--- src/rtl/branch_ctrl_pkg.sv ---
// Shared widths, opcodes and state encoding for the ID-stage branch controller.
package branch_ctrl_pkg;

  localparam int PC_WIDTH       = 32;
  localparam int OPCODE_WIDTH   = 6;
  localparam int REG_ADDR_WIDTH = 5;

  localparam logic [OPCODE_WIDTH-1:0] OP_BEQ = 6'h04;
  localparam logic [OPCODE_WIDTH-1:0] OP_BNE = 6'h05;

  typedef enum logic [1:0] {
    BC_IDLE  = 2'd0,
    BC_STALL = 2'd1,
    BC_FLUSH = 2'd2
  } bc_state_e;

  // Only BEQ/BNE may redirect; any other opcode flagged as a branch resolves not-taken.
  function automatic logic is_cond_branch(input logic [OPCODE_WIDTH-1:0] op);
    return (op == OP_BEQ) || (op == OP_BNE);
  endfunction

endpackage

--- src/rtl/branch_ctrl_hazard.sv ---
// Combinational hazard check for a branch in ID: required stall count and
// EX/MEM-result forwarding selects for the comparator operands.
module branch_hazard_detect
  import branch_ctrl_pkg::*;
#(
  parameter int RA_WIDTH = REG_ADDR_WIDTH
) (
  input  logic [RA_WIDTH-1:0] i_id_rs,
  input  logic [RA_WIDTH-1:0] i_id_rt,
  input  logic                i_ex_regwrite,
  input  logic                i_ex_memread,
  input  logic [RA_WIDTH-1:0] i_ex_rd,
  input  logic                i_mem_regwrite,
  input  logic                i_mem_memread,
  input  logic [RA_WIDTH-1:0] i_mem_rd,
  output logic [1:0]          o_stall_n,
  output logic                o_fwd_a,
  output logic                o_fwd_b
);

  logic w_ex_dep;
  logic w_mem_dep;
  logic w_mem_alu;

  // Register 0 is hard-wired, so it never creates a dependency.
  assign w_ex_dep  = (i_ex_rd  != '0) && ((i_ex_rd  == i_id_rs) || (i_ex_rd  == i_id_rt));
  assign w_mem_dep = (i_mem_rd != '0) && ((i_mem_rd == i_id_rs) || (i_mem_rd == i_id_rt));
  assign w_mem_alu = i_mem_regwrite && !i_mem_memread && (i_mem_rd != '0);

  // A load in EX needs two cycles before its data reaches the comparator; an ALU
  // result in EX or a load in MEM needs one.
  always_comb begin
    o_stall_n = 2'd0;
    if (i_ex_memread && i_ex_regwrite && w_ex_dep) begin
      o_stall_n = 2'd2;
    end else if ((i_ex_regwrite && w_ex_dep) || (i_mem_memread && w_mem_dep)) begin
      o_stall_n = 2'd1;
    end
  end

  assign o_fwd_a = w_mem_alu && (i_mem_rd == i_id_rs);
  assign o_fwd_b = w_mem_alu && (i_mem_rd == i_id_rt);

endmodule

--- src/rtl/branch_ctrl.sv ---
// ID-stage branch sequencing: stalls on operand hazards, redirects the PC on a
// taken branch, flushes the wrong-path fetch and counts resolved/taken branches.
module branch_ctrl
  import branch_ctrl_pkg::*;
#(
  parameter int CNT_WIDTH = 16,
  parameter int RA_WIDTH  = REG_ADDR_WIDTH
) (
  input  logic                    i_clk,
  input  logic                    i_rst,
  input  logic                    i_id_branch,
  input  logic [OPCODE_WIDTH-1:0] i_id_opcode,
  input  logic [RA_WIDTH-1:0]     i_id_rs,
  input  logic [RA_WIDTH-1:0]     i_id_rt,
  input  logic                    i_ex_regwrite,
  input  logic                    i_ex_memread,
  input  logic [RA_WIDTH-1:0]     i_ex_rd,
  input  logic                    i_mem_regwrite,
  input  logic                    i_mem_memread,
  input  logic [RA_WIDTH-1:0]     i_mem_rd,
  input  logic                    i_compare,
  input  logic [PC_WIDTH-1:0]     i_target_pc,
  output logic                    o_stall,
  output logic                    o_bubble_idex,
  output logic                    o_fwd_a,
  output logic                    o_fwd_b,
  output logic                    o_pc_sel,
  output logic [PC_WIDTH-1:0]     o_branch_pc,
  output logic                    o_flush_ifid,
  output logic [CNT_WIDTH-1:0]    o_br_cnt,
  output logic [CNT_WIDTH-1:0]    o_taken_cnt,
  output logic [1:0]              o_dbg_state
);

  // Handshake note: there is no valid/ready pair here. i_id_branch qualifies the
  // ID slot each cycle; o_stall holds that slot until the branch resolves, and the
  // resolve cycle is the single cycle in IDLE with i_id_branch=1 and no hazard.

  bc_state_e            r_state;
  bc_state_e            w_state_next;
  logic [1:0]           r_scnt;
  logic [1:0]           w_scnt_next;
  logic [CNT_WIDTH-1:0] r_br_cnt;
  logic [CNT_WIDTH-1:0] r_taken_cnt;
  logic                 w_br_inc;
  logic                 w_taken_inc;
  logic [1:0]           w_stall_n;
  logic                 w_fwd_a;
  logic                 w_fwd_b;
  logic                 w_taken;

  branch_hazard_detect #(
    .RA_WIDTH(RA_WIDTH)
  ) u_hazard (
    .i_id_rs        (i_id_rs),
    .i_id_rt        (i_id_rt),
    .i_ex_regwrite  (i_ex_regwrite),
    .i_ex_memread   (i_ex_memread),
    .i_ex_rd        (i_ex_rd),
    .i_mem_regwrite (i_mem_regwrite),
    .i_mem_memread  (i_mem_memread),
    .i_mem_rd       (i_mem_rd),
    .o_stall_n      (w_stall_n),
    .o_fwd_a        (w_fwd_a),
    .o_fwd_b        (w_fwd_b)
  );

  assign w_taken = i_compare && is_cond_branch(i_id_opcode);

  // State, stall counter and saturating performance counters.
  always_ff @(posedge i_clk) begin
    if (!i_rst) begin
      r_state     <= BC_IDLE;
      r_scnt      <= 2'd0;
      r_br_cnt    <= '0;
      r_taken_cnt <= '0;
    end else begin
      r_state <= w_state_next;
      r_scnt  <= w_scnt_next;
      if (w_br_inc && (r_br_cnt != '1)) begin
        r_br_cnt <= r_br_cnt + CNT_WIDTH'(1);
      end
      if (w_taken_inc && (r_taken_cnt != '1)) begin
        r_taken_cnt <= r_taken_cnt + CNT_WIDTH'(1);
      end
    end
  end

  // Next state and same-cycle control outputs; reset low forces every control output to 0.
  always_comb begin
    w_state_next  = r_state;
    w_scnt_next   = r_scnt;
    w_br_inc      = 1'b0;
    w_taken_inc   = 1'b0;
    o_stall       = 1'b0;
    o_bubble_idex = 1'b0;
    o_fwd_a       = 1'b0;
    o_fwd_b       = 1'b0;
    o_pc_sel      = 1'b0;
    o_branch_pc   = '0;
    o_flush_ifid  = 1'b0;
    unique case (r_state)
      BC_IDLE: begin
        if (i_id_branch) begin
          o_fwd_a = w_fwd_a;
          o_fwd_b = w_fwd_b;
          if (w_stall_n != 2'd0) begin
            o_stall       = 1'b1;
            o_bubble_idex = 1'b1;
            w_scnt_next   = w_stall_n - 2'd1;
            w_state_next  = (w_stall_n > 2'd1) ? BC_STALL : BC_IDLE;
          end else begin
            w_br_inc = 1'b1;
            if (w_taken) begin
              o_pc_sel     = 1'b1;
              o_branch_pc  = i_target_pc;
              o_flush_ifid = 1'b1;
              w_taken_inc  = 1'b1;
              w_state_next = BC_FLUSH;
            end
          end
        end
      end
      BC_STALL: begin
        // Hazard inputs are not re-evaluated: the count loaded in IDLE is final.
        o_stall       = 1'b1;
        o_bubble_idex = 1'b1;
        w_scnt_next   = (r_scnt != 2'd0) ? (r_scnt - 2'd1) : 2'd0;
        w_state_next  = (r_scnt <= 2'd1) ? BC_IDLE : BC_STALL;
      end
      BC_FLUSH: begin
        // The ID slot holds the squashed wrong-path instruction.
        w_state_next = BC_IDLE;
      end
      default: begin
        w_state_next = BC_IDLE;
      end
    endcase
    if (!i_rst) begin
      w_br_inc      = 1'b0;
      w_taken_inc   = 1'b0;
      o_stall       = 1'b0;
      o_bubble_idex = 1'b0;
      o_fwd_a       = 1'b0;
      o_fwd_b       = 1'b0;
      o_pc_sel      = 1'b0;
      o_branch_pc   = '0;
      o_flush_ifid  = 1'b0;
    end
  end

  assign o_br_cnt    = r_br_cnt;
  assign o_taken_cnt = r_taken_cnt;
  assign o_dbg_state = r_state;

endmodule
--- config.mk ---
export PLATFORM = sky130hd
export DESIGN_NAME = branch_ctrl
export DESIGN_NICKNAME = d
export VERILOG_FILES = /design/src/rtl/branch_ctrl_pkg.sv /design/src/rtl/branch_ctrl_hazard.sv /design/src/rtl/branch_ctrl.sv
export SDC_FILE = /design/constraint.sdc
export NUM_CORES = 1
export LEC_CHECK = 0
export CORE_ASPECT_RATIO = 1.75
export CORE_MARGIN = 8
export CORE_UTILIZATION = 35
export DETAILED_ROUTE_END_ITERATION = 12
export GPL_ROUTABILITY_DRIVEN = 0
export PLACE_DENSITY = 0.75
export SYNTH_ARGS = -nofsm -noshare
export SYNTH_HDL_FRONTEND = slang
export SYNTH_HIERARCHICAL = 1
export SYNTH_SLANG_ARGS = --single-unit
--- constraint.sdc ---
create_clock -name i_clk -period 4.85 [get_ports i_clk]
set_clock_uncertainty 0.1 [all_clocks]
set_input_delay 1.455 -clock i_clk [delete_from_list [all_inputs] [get_ports i_clk]]
set_output_delay 1.455 -clock i_clk [all_outputs]
set_load 0.02 [all_outputs]
After elaboration in Yosys (flattened, before gate mapping)
Index checks and enable logic that the tools add are counted.
{"block": "classes", "add_sub_neg": 4, "n_lt_le_gt_ge": 2, "n_eq_ne": 12, "n_mux": 36, "reduce_logical": 26}
{"cell": "32-bit two-way mux", "count": 5}
{"cell": "16-bit by 1-bit adder with 16-bit output, second input constant", "count": 2}
{"cell": "16-bit inequality test, second input constant", "count": 2}
{"cell": "1-bit two-way mux", "count": 21}
{"cell": "5-bit == test", "count": 4}
{"cell": "2-bit two-way mux", "count": 7}
{"cell": "1-bit logical AND", "count": 13}
{"cell": "6-bit by 3-bit == test with 1-bit output, second input constant", "count": 2}
{"cell": "5-bit nonzero test", "count": 2}
{"cell": "2-bit case mux with 2 select lines", "count": 2}
{"cell": "2-bit nonzero test", "count": 3}
{"cell": "1-bit logical OR", "count": 4}
{"cell": "2-bit inequality test, second input constant", "count": 2}
{"cell": "2-bit by 1-bit subtractor with 2-bit output, second input constant", "count": 2}
{"cell": "3-bit inequality test, second input constant", "count": 1}
{"cell": "3-bit AND reduction", "count": 1}
{"cell": "2-bit by 1-bit == test with 1-bit output, second input constant", "count": 1}
{"cell": "2-bit by 1-bit greater-than comparator with 1-bit output, second input constant", "count": 1}
{"cell": "2-bit by 1-bit less-or-equal comparator with 1-bit output, second input constant", "count": 1}
{"cell": "2-bit zero test", "count": 1}
{"cell": "1-bit case mux with 2 select lines", "count": 1}
{"cell": "2-bit AND reduction", "count": 1}
{"cell": "1-bit zero test", "count": 1}
{"block": "totals", "ff_bits": 36, "input_bits": 66, "out_inout_bits": 72, "elab_cells": 84}

Logic depth before layout (Yosys ltp)
Gate-level depths: netlist of run 1.
{"block": "logic_depth", "depth_word": 13, "depth_mapped": 13, "ltp_nobuf": 11}

Hierarchy
The synthesis of run 1 kept the hierarchy.
{"module": "branch_ctrl", "instances": 1, "cells_each": 272, "area_per_inst_um2": 2333.5, "seq_area_each_um2": 720.7}
{"module": "branch_hazard_detect", "instances": 1, "cells_each": 41, "area_per_inst_um2": 289.0, "seq_area_each_um2": 0.0}

Worst setup path after synthesis of run 1
Ideal clock, no wire load.
{"block": "synth_timing", "kind": "input port to output port", "from": "input port i_ex_rd[2]", "to": "output port o_branch_pc[22]", "arrival_time_ns": 3.666, "required_time_ns": 3.295, "setup_slack_ns": -0.371, "stages": 11, "n_path_buf": 2, "path_cell_list": "or4_1 > o21ai_1 > a21oi_1 > and2_2 > inv_1 > ha_1 > buf_2 > nand4_4 > inv_1 > clkbuf_1 > and2_1"}
{"block": "synth_via", "word_cells_on_any_way": 15, "classes_between": "2 x eq/ne; 6 x mux; 7 x reduce/logical"}
{"element": "from (decl)", "line": "branch_ctrl.sv:17", "source": "input logic [RA_WIDTH-1:0] i_ex_rd,"}
{"element": "5-bit == test", "line": "branch_ctrl_hazard.sv:26", "source": "assign w_ex_dep = (i_ex_rd != '0) && ((i_ex_rd == i_id_rs) || (i_ex_rd == i_id_rt));"}
{"element": "1-bit logical OR", "line": "branch_ctrl_hazard.sv:26"}
{"element": "1-bit logical AND (*)", "line": "branch_ctrl_hazard.sv:26"}
{"element": "1-bit logical AND (*)", "line": "branch_ctrl_hazard.sv:34", "source": "if (i_ex_memread && i_ex_regwrite && w_ex_dep) begin"}
{"element": "2-bit two-way mux (*)", "line": "branch_ctrl_hazard.sv:34"}
{"element": "via w_stall_n[1]", "line": "branch_ctrl.sv:47", "source": "logic [1:0] w_stall_n;"}
{"element": "2-bit nonzero test (*)", "line": "branch_ctrl.sv:107", "source": "if (w_stall_n != 2'd0) begin"}
{"element": "32-bit two-way mux (*)", "line": "branch_ctrl.sv:107"}
{"element": "32-bit two-way mux (*)", "line": "branch_ctrl.sv:104", "source": "if (i_id_branch) begin"}
{"element": "32-bit two-way mux (*)", "line": "branch_ctrl.sv:102", "source": "unique case (r_state)"}
{"element": "32-bit two-way mux (*)", "line": "branch_ctrl.sv:139", "source": "if (!i_rst) begin"}
{"element": "to (decl)", "line": "branch_ctrl.sv:28", "source": "output logic [PC_WIDTH-1:0] o_branch_pc,"}
The timed path passes the listed nets; every way through them passes the cells marked *.

Worst setup path after layout of run 1
{"block": "layout_timing", "from": "input port i_ex_rd[4]", "to": "output port o_branch_pc[21]"}
The elaborated chain is that of the path after synthesis.

==> results.txt, run 1 <==
----------------------------------------------------
[Synth]
  Post-synthesis register bit count ... 36
  Most instantiated flip-flop cell in the synthesis netlist ... sky130_fd_sc_hd__dfxtp_1
  Yosys synthesis warning count ... 6
  Post-Syn Nets ... between 300 and 400
  Simple-gate share of the synthesized area ... about two fifths
  Summed instance area of the synthesized netlist ... 0.00262 mm^2
  Synthesized-area fraction occupied by adder cells ... approximately 1.9%
  Share of synthesized area occupied by flip-flops and latches ... ~27%
  Fraction of synthesized area in multiplexers ... around 4.6%
  Count of flip-flops with a built-in enable after synthesis ... 0
  Cell variety after synth ... 52
  Average cell area after synthesis ... approximately 8.4 um^2
  Dominant combinational cell family by area after synthesis ... simple AND/OR/NAND/NOR gates
  Fraction of the mapped netlist area in compound gates ... 13.3%
  Xor and xnor fraction of the mapped netlist area ... 6.68%
  Async set-or-reset flop fraction in the synthesized netlist ... 0%
  Post-synthesis cell count ... 313

[Die]
  Row Count ... 42
  Die Outline Area ... 0.0106 mm^2
  Die width ... roughly 81 um
  Height of the chip ... between 100 and 150 um
  Std-Cell Core Area ... 0.00741 mm^2
  I/O pin count ... approximately 140
  Starting density of the core ... 35.4%

[Power]
  Switching portion of total power ... a little under a quarter
  Switching power of the nets ... 0.173 mW
  Reg power frac ... around 40%
  Int Power ... around 0.59 mW
  Static Leak ... ~1.8 nW
  Clk network pwr share ... a little over two fifths
  Power per unit of standard cell area ... 160 mW/mm^2
  Max IR drop VDD ... roughly 0.11 mV
  Share of power burned in combinational logic ... between 15 and 20%

[Clock network]
  CTS Root Buffer Type ... sky130_fd_sc_hd__clkbuf_16
  Clock sinks ... 36
  TritonCTS clock tree ... built
  Clock-pin slew on the worst setup and hold paths ... about 0.050 ns
  Number of buffers on the longest clock path ... 2
  Clock buffers created by TritonCTS ... 5
  Clock latency on the worst-skew pair ... 0.28 ns
  Maximum level of the CTS H-tree ... 2

[Finish]
  Filler instances ... between 600 and 700
  Layout cell share with drive strength beyond 1 ... 34.2%
  Commonest non-fill, non-tap cells in the layout ... sky130_fd_sc_hd__clkdlybuf4s50_1, sky130_fd_sc_hd__buf_6, sky130_fd_sc_hd__dfxtp_1, sky130_fd_sc_hd__and2_4, sky130_fd_sc_hd__buf_4
  Antenna cells ... 0
  Fin nets ... around 550
  Most common cell after layout, fill and taps aside ... sky130_fd_sc_hd__clkdlybuf4s50_1
  P&R area growth vs syn ... 81.2%
  Area of all placed cells without fillers ... approximately 0.0048 mm^2

[Worst setup path]
  Peak fanout along the critical path ... 7
  Sort of element at the end of the critical path ... primary output
  Data arrival time of the critical path ... 3.49 ns
  First element of the critical path ... i_ex_rd[4]
  Crit path kind ... input pin to primary output
  Crit Reg-Reg Startpoint ... o_dbg_state[0]$_SDFFE_PN0P_
  Startpoint types ... input pin
  Worst path required time ... 3.29 ns

[Global routing]
  Remaining global-route overflow ... 0
  Pin count of the biggest net entering global routing ... 29
  Wire length of the first global-routing pass ... between 15 and 20 mm
  Number of antenna violations at the first check in global routing ... 0
  Via count of the first global-routing pass ... 3156
  Total routing usage reported by global routing ... between 10% and 20%

[STA]
  Period utilization ... 104%
  Final count of hold timing violations ... 0
  Min Hold Slack ... around 0.39 ns
  Worst Setup Slack, final ... -0.190 ns
  Total negative setup slack ... -6.02 ns
  Actual transition at the worst max-transition pin ... between 0.7 and 0.8 ns
  Fmax ... roughly 200 MHz
  Setup-failing EPs final ... 36
  Slew Limit Fails ... 0
  Tmin final ... roughly 5 ns
  Worst slew slack as a fraction of its limit ... about 53%
  Unrepaired setup endpoints after global routing ... yes

[Drt]
  Vias per inst ... between 5 and 6
  Number of routed nets with antenna violations ... 0
  Initial DRC count ... roughly 180
  Routed wire per std cell ... roughly 18 um
  Residual DRC count ... 0
  Number of iterations in the first detailed-routing pass ... 4
  Number of vias in the routed layout ... ~3100
  Total wire length ... 10.3 mm

[Place]
  Detail Placement HPWL ... roughly 7.4 mm
  Buffers on Ports ... 136
  Post-detailed-placement cell area ... ~0.0042 mm^2
  Worst setup slack before clock tree synthesis ... -1.07 ns

[Outcome]
  Status ... finished, violations left
  Violated checks ... negative setup slack

[Worst hold path]
  Worst min-delay path category ... register to register
  Startpoint of the tightest hold check path ... o_br_cnt[15]$_SDFFE_PN0P_

[Run]
  Count of max-cap constraint violations ... 0

----------------------------------------------------
-- power groups by stage --
| stage | logic [mW] | registers (mW) | clock network, mW |
|---|---|---|---|
| CTS | 0.129 | 0.302 | 0.327 |
| floorplan | 0.0410 | 0.309 | 0 |
| detailed placement | 0.125 | 0.308 | 0 |
| global placement | 0.122 | 0.308 | 0 |
| finish | 0.137 | 0.302 | 0.320 |
| global route | 0.146 | 0.302 | 0.339 |
-- state kept, by name (all words and copies together) (netlist names) --
name and count:
o_taken_cnt 16, o_br_cnt 16, o_dbg_state 2, r_scnt 2
-- synthesized netlist by cell type, types with 8 or more instances --
| library cell | count | area [um^2] |
|---|---|---|
| sky130_fd_sc_hd__o31ai_1 | 11 | 82.6 |
| sky130_fd_sc_hd__or4_1 | 12 | 90.1 |
| sky130_fd_sc_hd__nand2b_1 | 9 | 56.3 |
| sky130_fd_sc_hd__nor4_2 | 8 | 100 |
| sky130_fd_sc_hd__xnor2_1 | 8 | 70.1 |
| sky130_fd_sc_hd__xor2_1 | 12 | 105 |
| sky130_fd_sc_hd__inv_1 | 10 | 37.5 |
| sky130_fd_sc_hd__dfxtp_1 | 36 | 721 |
| sky130_fd_sc_hd__and2_1 | 36 | 225 |
| sky130_fd_sc_hd__nand2_1 | 23 | 86.3 |
| sky130_fd_sc_hd__o21ai_0 | 8 | 40.0 |
| sky130_fd_sc_hd__a21oi_1 | 19 | 95.1 |
| sky130_fd_sc_hd__nand3_1 | 18 | 90.1 |
| sky130_fd_sc_hd__mux2i_1 | 12 | 120 |
-- metrics by stage --
| step | instances | utilization [%] | power, mW |
|---|---|---|---|
| 2_1_floorplan | 313 | - | 0.350 |
| 3_3_place_gp | 543 | 57.2 | 0.430 |
| 3_5_place_dp | 543 | 57.2 | 0.433 |
| 4_1_cts | 559 | 62.5 | 0.758 |
| 5_1_grt | 564 | 64.1 | 0.787 |
| 6_report | 564 | 64.1 | 0.759 |
-- what timing repair did --
| action | in CTS | in global routing |
|---|---|---|
| cloned | 4 | 2 |
| setup endpoints to repair | 36 | 37 |
| setup buffers | 4 | 3 |
| pin swaps | 23 | 31 |
| hold buffers | 0 | 0 |
| gates resized for setup | 309 | 29 |
-- layer usage --
metal,GRT usage (%),vias to the layer above,share of wire [%]
met4,7.62,0,2.1
met5,0,-,0
met1,16.1,1469,33
met2,34.6,150,54
li1,-,1477,-
met3,5.34,18,11
-- final cells by class --
class	instances	area (um^2)	share of cell area, %
clock buffers	8	146	3.08
inverters	11	56.3	1.18
multi-input cells	251	1970	41.4
flip-flops and latches	36	721	15.2
well taps	88	110	2.32
repair buffers	170	1750	36.9
-- worst max-delay path, cell delays in order --
cell                        delay [ns]
sky130_fd_sc_hd__buf_8            0.10
sky130_fd_sc_hd__or4_4            0.53
sky130_fd_sc_hd__o21ai_2          0.16
sky130_fd_sc_hd__a21oi_2          0.06
sky130_fd_sc_hd__buf_4            0.13
sky130_fd_sc_hd__and2_4           0.15
sky130_fd_sc_hd__inv_4            0.06
sky130_fd_sc_hd__ha_4             0.15
sky130_fd_sc_hd__nand4_4          0.13
sky130_fd_sc_hd__clkinv_8         0.16
sky130_fd_sc_hd__clkbuf_16        0.15
sky130_fd_sc_hd__and2_4           0.13
sky130_fd_sc_hd__buf_6            0.11
-- final timing paths --
check | cells after the start | end | slack (ns)
worst max-delay path | 13 | o_branch_pc[21] | -0.19
worst min-delay path | 2 | o_br_cnt[15]$_SDFFE_PN0P_ | 0.39
worst max register to register | 6 | o_taken_cnt[10]$_SDFFE_PN0P_ | 2.67
worst min register to register | 2 | o_br_cnt[15]$_SDFFE_PN0P_ | 0.39
-- logic make-up (layout without fill, tap and decap cells) --
| logic type | after synthesis | after routing |
|---|---|---|
| AOI/OAI and AO/OA | 54 | 54 |
| xor gates and xnor gates | 20 | 20 |
| adders and majority gates | 4 | 4 |
| buffers and inverters | 26 | 189 |
| DFF | 36 | 36 |
| muxes | 12 | 12 |
| and+or+nand+nor | 161 | 161 |
Power figures use the tool's default switching activity.
==> run 2, diff against run 1 <==
PLACE_DENSITY = 0.73   (was 0.75)
clock period = 5.3 ns   (was 4.85 ns; I/O delays follow)
==> results.txt, run 2 (synthesized netlist as in run 1, its figures left out) <==
----------------------------------------------------
[Outcome]
  Status ... finished, violations left
  Violated checks ... negative setup slack

[Run]
  Count of max-cap constraint violations ... 0 (unchanged)

[Worst setup path]
  Top cell by count, worst path ... sky130_fd_sc_hd__and2_4
  Startpoint types ... input pin
  Data arrival time of the critical path ... 3.68 ns (+0.19 ns)
  Worst reg-to-reg setup slack ... 3.12 ns (+0.45 ns)
  Cell breakdown of the critical path ... buf_2 -> or4_4 -> o21ai_4 -> a21oi_2 -> buf_4 -> and2_4 -> inv_2 -> ha_4 -> nand4_4 -> clkinv_8 -> buf_16 -> and2_4 -> buf_6
  Crit path kind ... input pin to primary output
  Peak fanout along the critical path ... 8 (+1)
  Longest individual stage delay on the worst path ... 0.55 ns (+0.02 ns)
  Sort of element at the end of the critical path ... primary output
  Worst path required time ... 3.61 ns (+0.32 ns)
  Crit path max-delay cell type ... sky130_fd_sc_hd__or4_4

[Clock network]
  CTS Hold Bufs ... 0 (unchanged)
  Clock sinks ... 36 (unchanged)
  Number of buffers on the longest clock path ... 2 (unchanged)
  CTS Root Buffer Type ... sky130_fd_sc_hd__clkbuf_16
  Clock buffers created by TritonCTS ... 5 (unchanged)
  Maximum level of the CTS H-tree ... 2 (unchanged)
  TritonCTS clock tree ... built
  Clock latency on the worst-skew pair ... 0.28 ns (about the same)
  Clock-pin slew on the worst setup and hold paths ... 0.05 ns (about the same)

[Power]
  Power per unit of standard cell area ... 143 mW/mm^2 (-10%)
  Clk network pwr share ... 40.6% (-1.5 points)
  Switching portion of total power ... 23.8% (+0.95 points)
  Switching power of the nets ... 0.163 mW (-6.0%)
  Overall power ... 0.684 mW (-9.8%)
  Reg power frac ... 40.4% (+0.6 points)
  Int Power ... 0.521 mW (-11%)
  Static Leak ... 1.83 nW (+1.7%)
  Max IR drop VDD ... 0.116 mV (+7.1%)
  Share of power burned in combinational logic ... 19.0% (+0.9 points)

[Finish]
  Post-route insts no fill ... 573 (+1.6%)
  Footprint of the multi-input gates ... 0.00196 mm^2 (-0.13%)
  Filler instances ... 618 (unchanged)
  Sequential cell area ... 721 um^2 (unchanged)
  Fin nets ... 555 (+1.8%)
  P&R area growth vs syn ... 82.4%
  Most common cell after layout, fill and taps aside ... sky130_fd_sc_hd__clkdlybuf4s50_1
  Commonest non-fill, non-tap cells in the layout ... sky130_fd_sc_hd__clkdlybuf4s50_1, sky130_fd_sc_hd__buf_6, sky130_fd_sc_hd__buf_4, sky130_fd_sc_hd__dfxtp_1, sky130_fd_sc_hd__and2_4
  Antenna cells ... 0 (unchanged)
  Layout cell share with drive strength beyond 1 ... 34.6% (+0.40 points)

[STA]
  Fmax ... about 190 MHz
  Period utilization ... 101%
  Setup-failing EPs final ... 32 (-11%)
  Worst slew slack as a fraction of its limit ... 54.1% (+0.88 points)
  Slew Limit Fails ... 0 (unchanged)
  Worst Setup Slack, final ... -0.0717 ns (+0.118 ns)
  Tmin final ... roughly 5.4 ns
  Final count of hold timing violations ... 0 (unchanged)
  Actual transition at the worst max-transition pin ... 0.689 ns (-0.0131 ns)
  Total negative setup slack ... -1.61 ns (+4.42 ns)
  Unrepaired setup endpoints after global routing ... yes

[Drt]
  Number of vias in the routed layout ... 3053 (-2.0%)
  Residual DRC count ... 0 (unchanged)
  Number of routed nets with antenna violations ... 0 (unchanged)
  Routed wire per std cell ... 18.3 um (+0.30%)
  Number of iterations in the first detailed-routing pass ... 4 (unchanged)
  Total wire length ... 10.5 mm (+1.9%)
  Initial DRC count ... 164 (-7.9%)
  Vias per inst ... 5.33 (-3.5%)

[Global routing]
  Remaining global-route overflow ... 0 (unchanged)
  Peak-usage layer in the global routing report ... met2
  Wire length of the first global-routing pass ... 15.0 mm (-0.87%)
  Global routing met2 resource utilization ... 34.9% (+0.28 points)
  Number of antenna violations at the first check in global routing ... 0 (unchanged)
  Pin count of the biggest net entering global routing ... 29 (unchanged)
  Met3 layer usage reported by global route ... 3.63% (-1.7 points)
  Via count of the first global-routing pass ... 3089 (-2.1%)
  Total routing usage reported by global routing ... 17.9% (about the same)
  Grt met1 use ... 16.8% (+0.64 points)

[Die]
  Die Outline Area ... 0.0106 mm^2 (unchanged)
  Starting density of the core ... 35.4% (unchanged)
  Std-Cell Core Area ... 0.00741 mm^2 (unchanged)
  I/O pin count ... 138 (unchanged)
  Row Count ... 42 (unchanged)
  Height of the chip ... 131 um (unchanged)
  Die width ... 81.4 um (unchanged)

[Worst hold path]
  Worst min-delay path category ... register to register

[Place]
  Buffers on Ports ... 136 (unchanged)
  Detail Placement HPWL ... 7.47 mm (+0.77%)
  Post-Place Cells ... 546 (+0.55%)

----------------------------------------------------
==> run 2: layer usage <==
layer,up-vias,part of all wire [%]
met2,87,58
met4,0,3.8
li1,1502,-
met3,25,4.7
met1,1439,34
met5,-,0
==> run 2: layout make-up <==
| cell class | instances | share of cell area [%] |
|---|---|---|
| inverter | 11 | 1.12 |
| sequential | 36 | 15.1 |
| clock inverter | 1 | 0.105 |
| timing repair buffer | 180 | 37.6 |
| multi-input combinational | 251 | 41.1 |
| clock buffer | 6 | 2.69 |
| tap | 88 | 2.30 |
==> run 2: power by group through the flow <==
stage               clock, mW  sequential (mW)  combinational (mW)
floorplan                   0            0.283              0.0356
global placement            0            0.282               0.112
detailed placement          0            0.282               0.114
CTS                     0.281            0.276               0.123
global route            0.291            0.277               0.137
finish                  0.278            0.276               0.130
==> run 2: path summary, 6_finish.rpt <==
check | endpoint | cells past startpoint | from
worst max-delay path | o_branch_pc[31] | 13 | i_ex_rd[3]
worst min-delay path | o_br_cnt[15]$_SDFFE_PN0P_ | 2 | o_br_cnt[15]$_SDFFE_PN0P_
worst max register to register | o_taken_cnt[4]$_SDFFE_PN0P_ | 6 | o_dbg_state[0]$_SDFFE_PN0P_
worst min register to register | o_br_cnt[15]$_SDFFE_PN0P_ | 2 | o_br_cnt[15]$_SDFFE_PN0P_
==> run 2: what timing repair did <==
action / in CTS / in global routing
gates resized for setup: 292 / 53
pin swaps: 27 / 30
cloned: 2 / 4
endpoints found under the setup margin: 38 / 36
buffers inserted: 12 / 2
==> run 2: per-stage QoR <==
step                hold slack, ns  setup WS (ns)  util [%]  instance area (um^2)
global placement             0.370         -0.929      56.8                  4210
detailed placement           0.386         -0.982      56.8                  4210
global route                 0.425         -0.157      64.6                  4780
CTS                          0.395        -0.0436      62.3                  4620
finish                       0.393        -0.0717      64.6                  4780
floorplan                    0.387        -0.0295         -                  2640
==> run 2: critical path, delay by kind of cell <==
family	cells	cell delay, ns
compound gates	2	0.23
fa+ha+maj	1	0.15
buf+inv	6	0.73
simple gates	4	0.97
==> edit, RTL diff (settings of run 2) <==
Reset style: asynchronous (`i_rst`), changed in one clocked block.
--- a/src/rtl/branch_ctrl.sv
+++ b/src/rtl/branch_ctrl.sv
@@ -69,5 +69,5 @@
 
   // State, stall counter and saturating performance counters.
-  always_ff @(posedge i_clk) begin
+  always_ff @(posedge i_clk or negedge i_rst) begin
     if (!i_rst) begin
       r_state     <= BC_IDLE;
Check against the original RTL: differs if i_rst is asserted again (counterexample within 4 cycles, from zero or initial values and one cycle with i_rst low); with i_rst held inactive, the same outputs for 10 cycles.
==> edit against run 2 <==
The flow still finishes with violations (setup timing); largest cell class is now non-clock buffers; total power grew 33%; sequential cell count stayed put; wire length fell by 12%; highest routed layer unchanged; largest power group is now sequential cells; area after synthesis shrank 12%; count of clock-buffer cells in the layout increased by 1; worst setup slack got worse by 0.11 ns; global-route usage rose by 0.88 points; final area is 2.9% lower; critical path type unchanged; maximum frequency decreased by 2.1%; sequential power up 26%.
==> edit: results (changes against run 2) <==
| Metric | Value |
|---|---|
| Reg2reg setup slack | 3.05 ns (-0.07 ns) |
| Worst Hold Depth | 1 (-1) |
| Top post-synthesis cells by area | dfrtp_1 (39%), xnor2_1 (11%), and2_1 (9.5%) |
| Met1 Routed Length | 3.12 mm (-11%) |
| Global-route usage over all layers | 18.8% (+0.88 points) |
| Initial antenna violation count | 0 (unchanged) |
| WL/cell | 17.6 um (-3.8%) |
| Met2 WL | 5.47 mm (-9.8%) |
| Root Buffer | clkbuf_16 |
| Count of final setup violators | 35 (+9.4%) |
| FF-to-FF End | o_br_cnt[11] |
| Mean Syn Cell Area | 9.50 um^2 (+13%) |
| Antenna Cells | 0 (unchanged) |
| Ys async rst share | 100% (+100 points) |
| Relative slew slack | 54.3% (+0.20 points) |
| Layout Nets | 510 (-8.1%) |
| Sequential area share after synthesis | 39.2% (+12 points) |
| Hold path endpoint | o_taken_cnt[15] |
| CP Max Fanout | 5 (-3) |
| R2R depth | 5 (-1) |
| Met1 global-route usage | 17.5% (+0.75 points) |
| Iter 0 DRT Violations | 130 (-21%) |
| Top post-synthesis cells by count | dfrtp_1 (36), and2_1 (35), xnor2_1 (28), xor2_1 (21), nand3_1 (17) |
| Dpl cell area | 0.00395 mm^2 (-6.2%) |
| Pin count of the biggest net entering global routing | 37 (+28%) |
| FILL cells | 501 (-19%) |
| Multi-input gate area | 0.00153 mm^2 (-22%) |
| Synthesized net count | 312 (-19%) |
| Failing checks | setup timing |
| Fin worst setup slack | -0.187 ns (-0.115 ns) |
| CP max-delay cell | dlygate4sd2_1 |
| Fin cells | 522 (-8.9%) |
| Setup TNS | -3.80 ns (-2.20 ns) |
| Setup WS pre-CTS | -1.10 ns (-0.122 ns) |
| Reg-to-reg startpoint | o_dbg_state[0] |
| Outcome | complete, but fails checks |
| CP endpoint | o_branch_pc[28] |
| Met3 WL | 377 um (-24%) |
| CP max stage delay | 0.25 ns (-0.30 ns) |
| CTS resizes | 313 (+7.2%) |
| Proportion of layout cells with a drive suffix above 1 | 40.5% (+5.8 points) |
| Global-route wire length before repair | 14.2 mm (-5.1%) |
| Setup Buffers After CTS | 37 (+25) |
| Met3 Track Usage GR | 4.22% (+0.59 points) |
| Initial DRT Pass Iterations | 4 (unchanged) |
| Worst EP arrival | 3.80 ns (+0.12 ns) |
| CP top delay family | buffers and inverters |
| Min-delay src | o_taken_cnt[15] |
| Top Layer Used | met4 |
| Routed vias/inst | 4.82 (-9.5%) |
| GR Util met2 | 37.3% (+2.4 points) |
| WHS | 0.397 ns (+0.00430 ns) |
| DP Cell Count | 478 (-12%) |
| Final HPWL DP | 6.46 mm (-14%) |
| Library cells used by synthesis | 37 (-29%) |
| Crit. Startpoint | i_mem_rd[3] |
| Vias in the first global route | 2856 (-7.5%) |
| P_leak | 2.10 nW (+15%) |
| Peak VDD IR | 129 uV (+12%) |
[edit: cell types whose count changed after synthesis, moves of 8 or more]
cell,delta
or4_1,-10
nor4_2,-8
mux2i_1,-10
xnor2_1,+20
xor2_1,+9
nand2_1,-9
o31ai_1,-11
dfrtp_1,+36
a21oi_1,-15
dfxtp_1,-36
[edit: cell families after synthesis]
group,count (synthesis),share of synthesized area [%]
xor+xnor,49,18.7
compound gates,11,3.32
mux,4,1.85
fa+ha+maj,4,2.18
buf+inv,13,2.78
simple gates,125,32.0
flops,36,39.2
[edit: area by class of cell]
| type | instances | area share (%) |
|---|---|---|
| well taps | 82 | 2.21 |
| clock buffers | 7 | 3.28 |
| repair buffers | 197 | 41.5 |
| flip-flops and latches | 36 | 19.4 |
| inverters | 7 | 0.565 |
| multi-input cells | 193 | 33.0 |
[edit: where the power goes]
part	internal (W)	switching, W	leakage [nW]
clock	0.000197	0.000107	0.0760
combinational	0.000146	0.000114	1.54
sequential	0.000306	0.0000421	0.483
